$ cat src/rtl/dl266_pkg.sv
// Shared defaults, position FSM states and bundle types
// for the dl266 sprite fetch stage.
package dl266_pkg;

    localparam int SPR_W_DEF  = 32;
    localparam int SPR_H_DEF  = 32;
    localparam int ROM_AW_DEF = 10;

    localparam logic [5:0] TRANSP_IDX_DEF = 6'd0;

    typedef enum logic {
        IDLE    = 1'b0,
        PENDING = 1'b1
    } pos_state_e;

    typedef struct packed {
        logic [9:0] x;
        logic [9:0] y;
    } pos_t;

endpackage

$ cat src/rtl/dl266_pos_shadow.sv
// Sprite position shadow: CPU writes land in a shadow copy
// and reach the active position only at frame start.
module dl266_pos_shadow
    import dl266_pkg::*;
(
    input  logic clk,
    input  logic rst_n,
    input  logic frame_start,
    input  logic pos_wr,
    input  pos_t pos_in,
    output pos_t act
);

    pos_state_e state, state_n;
    pos_t       shadow, shadow_n;
    pos_t       act_n;

    always_ff @(posedge clk or negedge rst_n) begin
        if (!rst_n) begin
            state  <= IDLE;
            shadow <= '0;
            act    <= '0;
        end else begin
            state  <= state_n;
            shadow <= shadow_n;
            act    <= act_n;
        end
    end

    always_comb begin
        state_n  = state;
        shadow_n = shadow;
        act_n    = act;
        unique case (state)
            IDLE: begin
                // a write in the blanking pulse itself takes effect now
                if (pos_wr && frame_start) begin
                    act_n = pos_in;
                end else if (pos_wr) begin
                    shadow_n = pos_in;
                    state_n  = PENDING;
                end
            end
            PENDING: begin
                if (pos_wr && frame_start) begin
                    act_n   = pos_in;
                    state_n = IDLE;
                end else if (pos_wr) begin
                    shadow_n = pos_in;
                end else if (frame_start) begin
                    act_n   = shadow;
                    state_n = IDLE;
                end
            end
            default: state_n = IDLE;
        endcase
    end

endmodule

$ cat src/rtl/dl266_sprite_fetch.sv
// Sprite fetch stage: hit test, ROM address generation and
// transparency masking with a fixed three-cycle latency.
module dl266_sprite_fetch
    import dl266_pkg::*;
#(
    parameter int         SPR_W      = SPR_W_DEF,
    parameter int         SPR_H      = SPR_H_DEF,
    parameter int         ROM_AW     = ROM_AW_DEF,
    parameter logic [5:0] TRANSP_IDX = TRANSP_IDX_DEF
) (
    input  logic              Clk,
    input  logic              Reset_n,
    input  logic [9:0]        draw_x,
    input  logic [9:0]        draw_y,
    input  logic              de,
    input  logic              frame_start,
    input  logic [9:0]        pos_x_in,
    input  logic [9:0]        pos_y_in,
    input  logic              pos_wr,
    input  logic              flip_h,
    output logic [ROM_AW-1:0] rom_addr,
    input  logic [5:0]        rom_q,
    output logic [5:0]        index,
    output logic              pix_valid,
    output logic              de_out
);

    localparam logic [10:0] W11 = 11'(SPR_W);
    localparam logic [10:0] H11 = 11'(SPR_H);

    pos_t act;
    pos_t pos_in;

    assign pos_in = '{x: pos_x_in, y: pos_y_in};

    dl266_pos_shadow u_pos (
        .clk        (Clk),
        .rst_n      (Reset_n),
        .frame_start(frame_start),
        .pos_wr     (pos_wr),
        .pos_in     (pos_in),
        .act        (act)
    );

    // 11-bit compare so a sprite near column 1023 cannot wrap to 0
    logic [10:0] dx, dy, ax, ay;
    logic        in_x, in_y, hit;

    assign dx   = {1'b0, draw_x};
    assign dy   = {1'b0, draw_y};
    assign ax   = {1'b0, act.x};
    assign ay   = {1'b0, act.y};
    assign in_x = (dx >= ax) && (dx < ax + W11);
    assign in_y = (dy >= ay) && (dy < ay + H11);
    assign hit  = de && in_x && in_y;

    logic [9:0]        ox, oy, oxf;
    logic [ROM_AW-1:0] addr_n;

    assign ox     = draw_x - act.x;
    assign oy     = draw_y - act.y;
    assign oxf    = flip_h ? (10'(SPR_W - 1) - ox) : ox;
    assign addr_n = ROM_AW'(oy) * ROM_AW'(SPR_W) + ROM_AW'(oxf);

    logic hit_d1, hit_d2;
    logic de_d1, de_d2;
    logic opaque;

    assign opaque = hit_d2 && (rom_q != TRANSP_IDX);

    always_ff @(posedge Clk or negedge Reset_n) begin
        if (!Reset_n) begin
            rom_addr  <= '0;
            hit_d1    <= 1'b0;
            hit_d2    <= 1'b0;
            de_d1     <= 1'b0;
            de_d2     <= 1'b0;
            index     <= '0;
            pix_valid <= 1'b0;
            de_out    <= 1'b0;
        end else begin
            if (hit) begin
                rom_addr <= addr_n;
            end
            hit_d1    <= hit;
            hit_d2    <= hit_d1;
            de_d1     <= de;
            de_d2     <= de_d1;
            de_out    <= de_d2;
            pix_valid <= opaque;
            index     <= opaque ? rom_q : 6'd0;
        end
    end

endmodule

$ cat config.mk
export PLATFORM = sky130hd
export DESIGN_NAME = dl266_sprite_fetch
export DESIGN_NICKNAME = d
export VERILOG_FILES = /design/src/rtl/dl266_pkg.sv /design/src/rtl/dl266_pos_shadow.sv /design/src/rtl/dl266_sprite_fetch.sv
export SDC_FILE = /design/constraint.sdc
export NUM_CORES = 1
export LEC_CHECK = 0
export CORE_MARGIN = 2
export CORE_UTILIZATION = 48
export CTS_CLUSTER_DIAMETER = 60
export CTS_CLUSTER_SIZE = 30
export DETAILED_ROUTE_END_ITERATION = 10
export PLACE_DENSITY = 0.8
export SLEW_MARGIN = 10
export SYNTH_ARGS = -nofsm -noshare
export SYNTH_HDL_FRONTEND = slang
export SYNTH_SLANG_ARGS = --single-unit
$ cat constraint.sdc
create_clock -name Clk -period 3.2 [get_ports Clk]
set_input_delay 0.64 -clock Clk [delete_from_list [all_inputs] [get_ports Clk]]
set_output_delay 0.64 -clock Clk [all_outputs]
set_load 0.01 [all_outputs]
==> results of run 1 <==
==> cell usage in the layout, fill, tap and decap left out, types with 2 or more instances in the layout <==
master and n:
a2111o_1 3, a21o_1 6, a21oi_1 10, a21oi_2 2
a221oi_2 2, and2_1 6, buf_2 6, buf_4 49
buf_6 3, bufinv_16 3, clkbuf_8 10, clkdlybuf4s50_1 61
clkinv_1 2, dfrtp_1 63, fa_2 2, ha_1 29
ha_4 7, inv_1 16, inv_2 7, mux2_1 21
mux2_4 9, mux2i_1 20, nand2_1 28, nand2b_1 3
nand2b_4 2, nand3_1 6, nand4_1 2, nor2_1 9
nor2b_1 4, o211ai_1 2, o21a_1 4, o21ai_0 3
o21ai_1 23, o21ai_2 3, or3b_1 2, xnor2_1 17
xnor2_2 3, xor2_1 7
==> sequential cells by signal, indices dropped and copies added (netlist names) <==
signal,flops
hit_d1,1
hit_d2,1
u_pos.state,1
index,6
pix_valid,1
rom_addr,10
u_pos.shadow,20
de_out,1
de_d2,1
de_d1,1
u_pos.act,20
==> stage by stage <==
step	setup TNS, ns	util, %	hold slack, ns
global placement	-2.71	64.6	0.334
floorplan	-0.240	-	0.331
global route	-1.26	70.6	0.200
detailed placement	-2.94	64.6	0.336
CTS	-0.110	70.2	0.183
finish	-0.201	70.6	0.177
==> where the power goes <==
group	internal (mW)	leakage (nW)	switching, mW
sequential	0.944	0.777	0.0938
clock	0.543	0.123	0.337
combinational	0.953	1.55	0.714
==> worst max-delay path: cells and delay by family <==
family / cells / cell delay, ns
adder cells (fa/ha/maj): 2 / 0.71
buffers and inverters: 1 / 0.47
AO/OA/AOI/OAI: 4 / 0.60
multiplexers: 1 / 0.26
XOR/XNOR: 6 / 0.94
==> final timing paths <==
path | from | endpoint | depth (start not counted)
max | draw_x[7] | rom_addr[9]$_DFFE_PN0P_ | 14
min | Reset_n | de_d2$_DFF_PN0_ | 1
max reg2reg | u_pos.act[15]$_DFFE_PN0P_ | rom_addr[9]$_DFFE_PN0P_ | 15
min reg2reg | de_d2$_DFF_PN0_ | de_out$_DFF_PN0_ | 0
max in group asynchronous | Reset_n | u_pos.act[10]$_DFFE_PN0P_ | 2
min in group Clk | de_d2$_DFF_PN0_ | de_out$_DFF_PN0_ | 0
==> logic make-up (layout without fill, tap and decap cells) <==
kind of cell | Yosys count | in the layout | share of synthesized area [%]
adder cells (fa/ha/maj) | 39 | 39 | 13.1
XOR/XNOR | 28 | 28 | 6.29
buffers and inverters | 38 | 163 | 4.14
AO/OA/AOI/OAI | 74 | 74 | 12.6
flip-flops | 63 | 63 | 40.4
AND/OR/NAND/NOR | 69 | 69 | 8.79
multiplexers | 50 | 50 | 14.7
==> metal layers <==
layer	up-vias	wire [um]	global-route usage, %
met4	0	176	8.70
li1	1513	-	-
met3	18	387	4.25
met5	-	0	0
met2	87	4430	37.9
met1	1450	3780	25.4
==> area by class of cell <==
| cell class | count | area [um^2] | share of cell area [%] |
|---|---|---|---|
| inverter | 26 | 105 | 1.91 |
| tap | 102 | 128 | 2.32 |
| sequential | 63 | 1580 | 28.6 |
| clock inverter | 6 | 115 | 2.09 |
| clock buffer | 10 | 138 | 2.50 |
| multi-input combinational | 260 | 2390 | 43.3 |
| timing repair buffer | 121 | 1060 | 19.3 |
==> repair_timing <==
action                                  in CTS  in global routing
pin swaps                                   28                  8
gates cloned                                 0                  0
buffers inserted                            12                  2
gates resized for setup                     46                  3
endpoints found under the setup margin       2                 10
==> results.cfg, run 1 <==
[synth]
synth_area_um2 = 3900
synth_edf_count = 0
synth_nets = 452
synth_top_area_cell = dfrtp_1
synth-main-ff-cell = dfrtp_1
ys_seq_area_share_pct = 40.4
async_reset_ff_share_pct = 100
yosysWarnings = 0
synth_cells = 361
synth_most_common_cell = dfrtp_1
syn_area_per_cell_um2 = 10.8
synth_top_area_share_pct = 40.4
netlist_top_cells_count = dfrtp_1, ha_1, nand2_1, o21ai_1, inv_1
synth.area.top_cells = dfrtp_1, ha_1, mux2_1
synth-seq-cells = 63
ys_types = 50

[worst_setup_path]
reg2reg_setup_slack_ns = -0.12
end_kind = flip-flop
critical_path.most_common_cell = xnor2_1
worstPathCellList = clkdlybuf4s50_1 > ha_1 > a21oi_1 > o21ai_1 > o21bai_1 > xor2_1 > xnor2_1 > ha_1 > a21oi_2 > xnor2_2 > xnor2_1 > xnor2_1 > xnor2_1 > mux2_4
required_ns = 3.44
slowest_delay_ns = 0.47
crit_fanout = 4
start_kind = primary input
cp.arrival_ns = 3.64
crit_type = primary input to flip-flop
critPathSlowestCell = clkdlybuf4s50_1

[cts]
cts.sink_count = 63
ctsHoldBuffers = 0
htreeDepth = 3
cts_tree = done
clk_pin_slew_ns = 0.08
insertion_delay_ns = 0.35
numCtsBuffers = 9
cts_root_buf = clkbuf_8
clockBufferDepth = 2

[route]
drc = 0
drt_iter0_drc = 87
firstDrtPassIters = 4
vias_per_cell = 5.22
antenna_left = 0
wl_per_cell_um = 14.9
vias = 3068
drt_wl_total_um = 8770

[placed_design]
gp_congestion = 0.906
io_buffer_count = 69
placedCellCount = 559
hpwl_um = 6540
dp_slack_ns = -0.876
dpl-instance-area_um2 = 5040

[global_routing]
grt_pass1_vias = 3174
antenna_found_initial = 0
grt_overflow_total = 0
grt_max_degree = 32
grt_pass1_wl_um = 14600
grt.total_usage_pct = 21.4

[timing]
finalMaxSlewViolations = 0
hold_viol_final = 0
tightest_slew_ns = 0.618
clock_skew_ns = 0.0127
worst_slack_ns = -0.201
slew_headroom_pct = 58.8
max_freq_mhz = 294
min_period_ns = 3.40
fin_crit_sh_pct = 106
finalSetupViolations = 1
grt_setup_unrepaired = true

[cells_and_area]
area_growth_pct = 41.4
layout-drive-gt1-share_pct = 25.5
fillers = 580
finish.instance_area_um2 = 5510
diodes = 0
nNetsFinal = 572
fin_cells = 588

[floorplan]
die_w_um = 94.1
start_util_pct = 50.0
ios = 70
fp.dieArea_um2 = 8860
rows = 32
core_area_um2 = 7810
die_h_um = 94.1

[hold_path]
hp-class = primary input to async pin

[outcome]
status = complete, but fails checks
violations = negative setup slack

[pwr]
p_total_mw = 3.58
leakage_nw = 2.45
peakVddDrop_mv = 0.330
power_density_nw_per_um2 = 650

[job]
maxCapViolCount = 0
No activity file was read; power rests on OpenSTA's default activity.
==> run 2, diff against run 1 <==
Settings changed: RECOVER_POWER set to 100, SKIP_LAST_GASP set to 1.
==> run 2 against run 1 <==
The run ends with max-capacitance violations, max-slew violations, negative setup slack left. Maximum frequency decreased by 0.61%. Die area unchanged. Hold slack improved by 0.17 ns. Largest power group unchanged. Via count decreased by 0.13%. Sequential power about the same. Sequential share of layout area increased by 0.16 points. Core utilization decreased by 0.40 points. Cell count unchanged. Clock-buffer cell count unchanged. Non-clock buffer count unchanged. Register-to-register slack about the same.
==> results.cfg, run 2 (synthesis gave the netlist of run 1 again) <==
[global_routing]
grt.total_usage_pct = 21.4
grt_pass1_vias = 3174
antenna_found_initial = 0
grt_pass1_wl_um = 14600
grt_overflow_total = 0
grt_max_degree = 32

[floorplan]
core_area_um2 = 7810
rows = 32
die_h_um = 94.1
ios = 70
fp.dieArea_um2 = 8860
start_util_pct = 50.0
die_w_um = 94.1

[placed_design]
dp_slack_ns = -0.876
hpwl_um = 6540
dpl-instance-area_um2 = 5040
gp_congestion = 0.906
placedCellCount = 559
io_buffer_count = 69

[worst_setup_path]
crit_type = primary input to flip-flop
r2r-end = rom_addr[9]$_DFFE_PN0P_
required_ns = 3.44
crit_fanout = 4
critPathLaunch = draw_x[7]
cp.arrival_ns = 3.66
start_kind = primary input
critPathSlowestCell = clkdlybuf4s50_1
r2r-start = u_pos.act[16]$_DFFE_PN0P_
crit_family = XOR/XNOR gates
reg2reg_setup_slack_ns = -0.12
end_kind = flip-flop
critPathBufInv = 1
slowest_delay_ns = 0.49
critical_path.most_common_cell = xnor2_1
worstRegToRegCells = 17
worstPathCellList = clkdlybuf4s50_1 > ha_1 > a21oi_1 > o21ai_1 > o21bai_1 > xor2_1 > xnor2_1 > ha_1 > a21oi_2 > xnor2_2 > xnor2_1 > xnor2_1 > xnor2_1 > mux2_4

[cells_and_area]
reg.largest.list = u_pos.act x20, u_pos.shadow x20, rom_addr x10
fin_util_pct = 70.2
final_common_cell = dfrtp_1
fin_cells = 588
layout-drive-gt1-share_pct = 24.1
finish.instance_area_um2 = 5480
nNetsFinal = 572
layout_common_cells = dfrtp_1, buf_4, clkdlybuf4s50_1, ha_1, nand2_1
diodes = 0
area_growth_pct = 40.6

[route]
drt_iter0_drc = 91
wl_per_cell_um = 15.0
drc = 0
firstDrtPassIters = 4
antenna_left = 0
vias_per_cell = 5.21
vias = 3064
drt_wl_total_um = 8800

[job]
maxCapViolCount = 1

[cts]
clk_pin_slew_ns = 0.08
insertion_delay_ns = 0.35
ctsHoldBuffers = 0
cts.sink_count = 63
numCtsBuffers = 9
cts_root_buf = clkbuf_8
clockBufferDepth = 2
cts_tree = done
htreeDepth = 3

[pwr]
p_total_mw = 3.54
leakage_nw = 2.46
power_density_nw_per_um2 = 646
peakVddDrop_mv = 0.330

[timing]
clock_skew_ns = 0.0100
hold_viol_final = 0
min_period_ns = 3.42
finalSetupViolations = 1
fin_crit_sh_pct = 107
grt_setup_unrepaired = true
slew_headroom_pct = -10.2
tightest_slew_ns = 1.65
worst_slack_ns = -0.222
finalMaxSlewViolations = 32
max_freq_mhz = 292

[hold_path]
hp-class = primary input to async pin

[outcome]
status = complete, but fails checks
violations = max-capacitance violations, max-slew violations, negative setup slack
## run 2: cell types whose count changed in the layout (fill, tap and decap cells not counted), sizes merged
cell / before / now
dlygate4sd3: 0 / 24
clkbuf: 10 / 16
buf: 58 / 52
clkdlybuf4s50: 61 / 37
## run 2: how the worst max path moves through the flow
stage               cells past startpoint                 endpoint
finish                                 14  rom_addr[9]$_DFFE_PN0P_
CTS                                    16  rom_addr[9]$_DFFE_PN0P_
floorplan                              15  rom_addr[9]$_DFFE_PN0P_
global placement                       20  rom_addr[9]$_DFFE_PN0P_
global route                           14  rom_addr[9]$_DFFE_PN0P_
detailed placement                     20  rom_addr[9]$_DFFE_PN0P_
## run 2: cell type report
cell class	count	area (um^2)
sequential	63	1580
timing repair buffer	121	1040
multi-input combinational	260	2380
clock inverter	6	115
fill	586	2330
tap	102	128
clock buffer	10	138
inverter	26	105
## run 2: through the flow
| step | setup TNS, ns | hold WS [ns] |
|---|---|---|
| finish | -0.222 | 0.343 |
| global route | -1.86 | 0.356 |
| CTS | -0.110 | 0.183 |
| detailed placement | -2.94 | 0.336 |
| global placement | -2.71 | 0.334 |
| floorplan | -0.240 | 0.331 |
## run 2: metal layers
| layer | up-vias | share of wire, % | global-route usage [%] |
|---|---|---|---|
| met4 | 0 | 1.4 | 8.70 |
| met1 | 1456 | 43 | 25.4 |
| met2 | 80 | 51 | 37.9 |
| met5 | - | 0 | 0 |
| met3 | 11 | 4.6 | 4.25 |
| li1 | 1517 | - | - |
## run 2: timing repair
action,4_1_cts,5_1_grt
setup buffers,12,2
setup endpoints to repair,2,10
pin swaps,28,8
endpoints found under the hold margin,0,0
resized for setup,46,2
## run 2: worst register-to-register path: stages (launching register included)
cell     delay [ns]
dfrtp_1        0.40
inv_1          0.10
ha_4           0.21
buf_6          0.12
buf_4          0.14
a21oi_1        0.17
o21ai_0        0.11
o21ai_1        0.19
xnor2_2        0.20
o21ai_2        0.10
xnor2_1        0.13
ha_1           0.34
a21oi_2        0.20
xnor2_2        0.14
xnor2_1        0.15
xnor2_1        0.15
xnor2_1        0.09
mux2_4         0.26
## run 2: power by group
part,switching [mW],internal (mW)
combinational,0.707,0.920
sequential,0.0912,0.944
clock,0.337,0.543
total,1.14,2.41
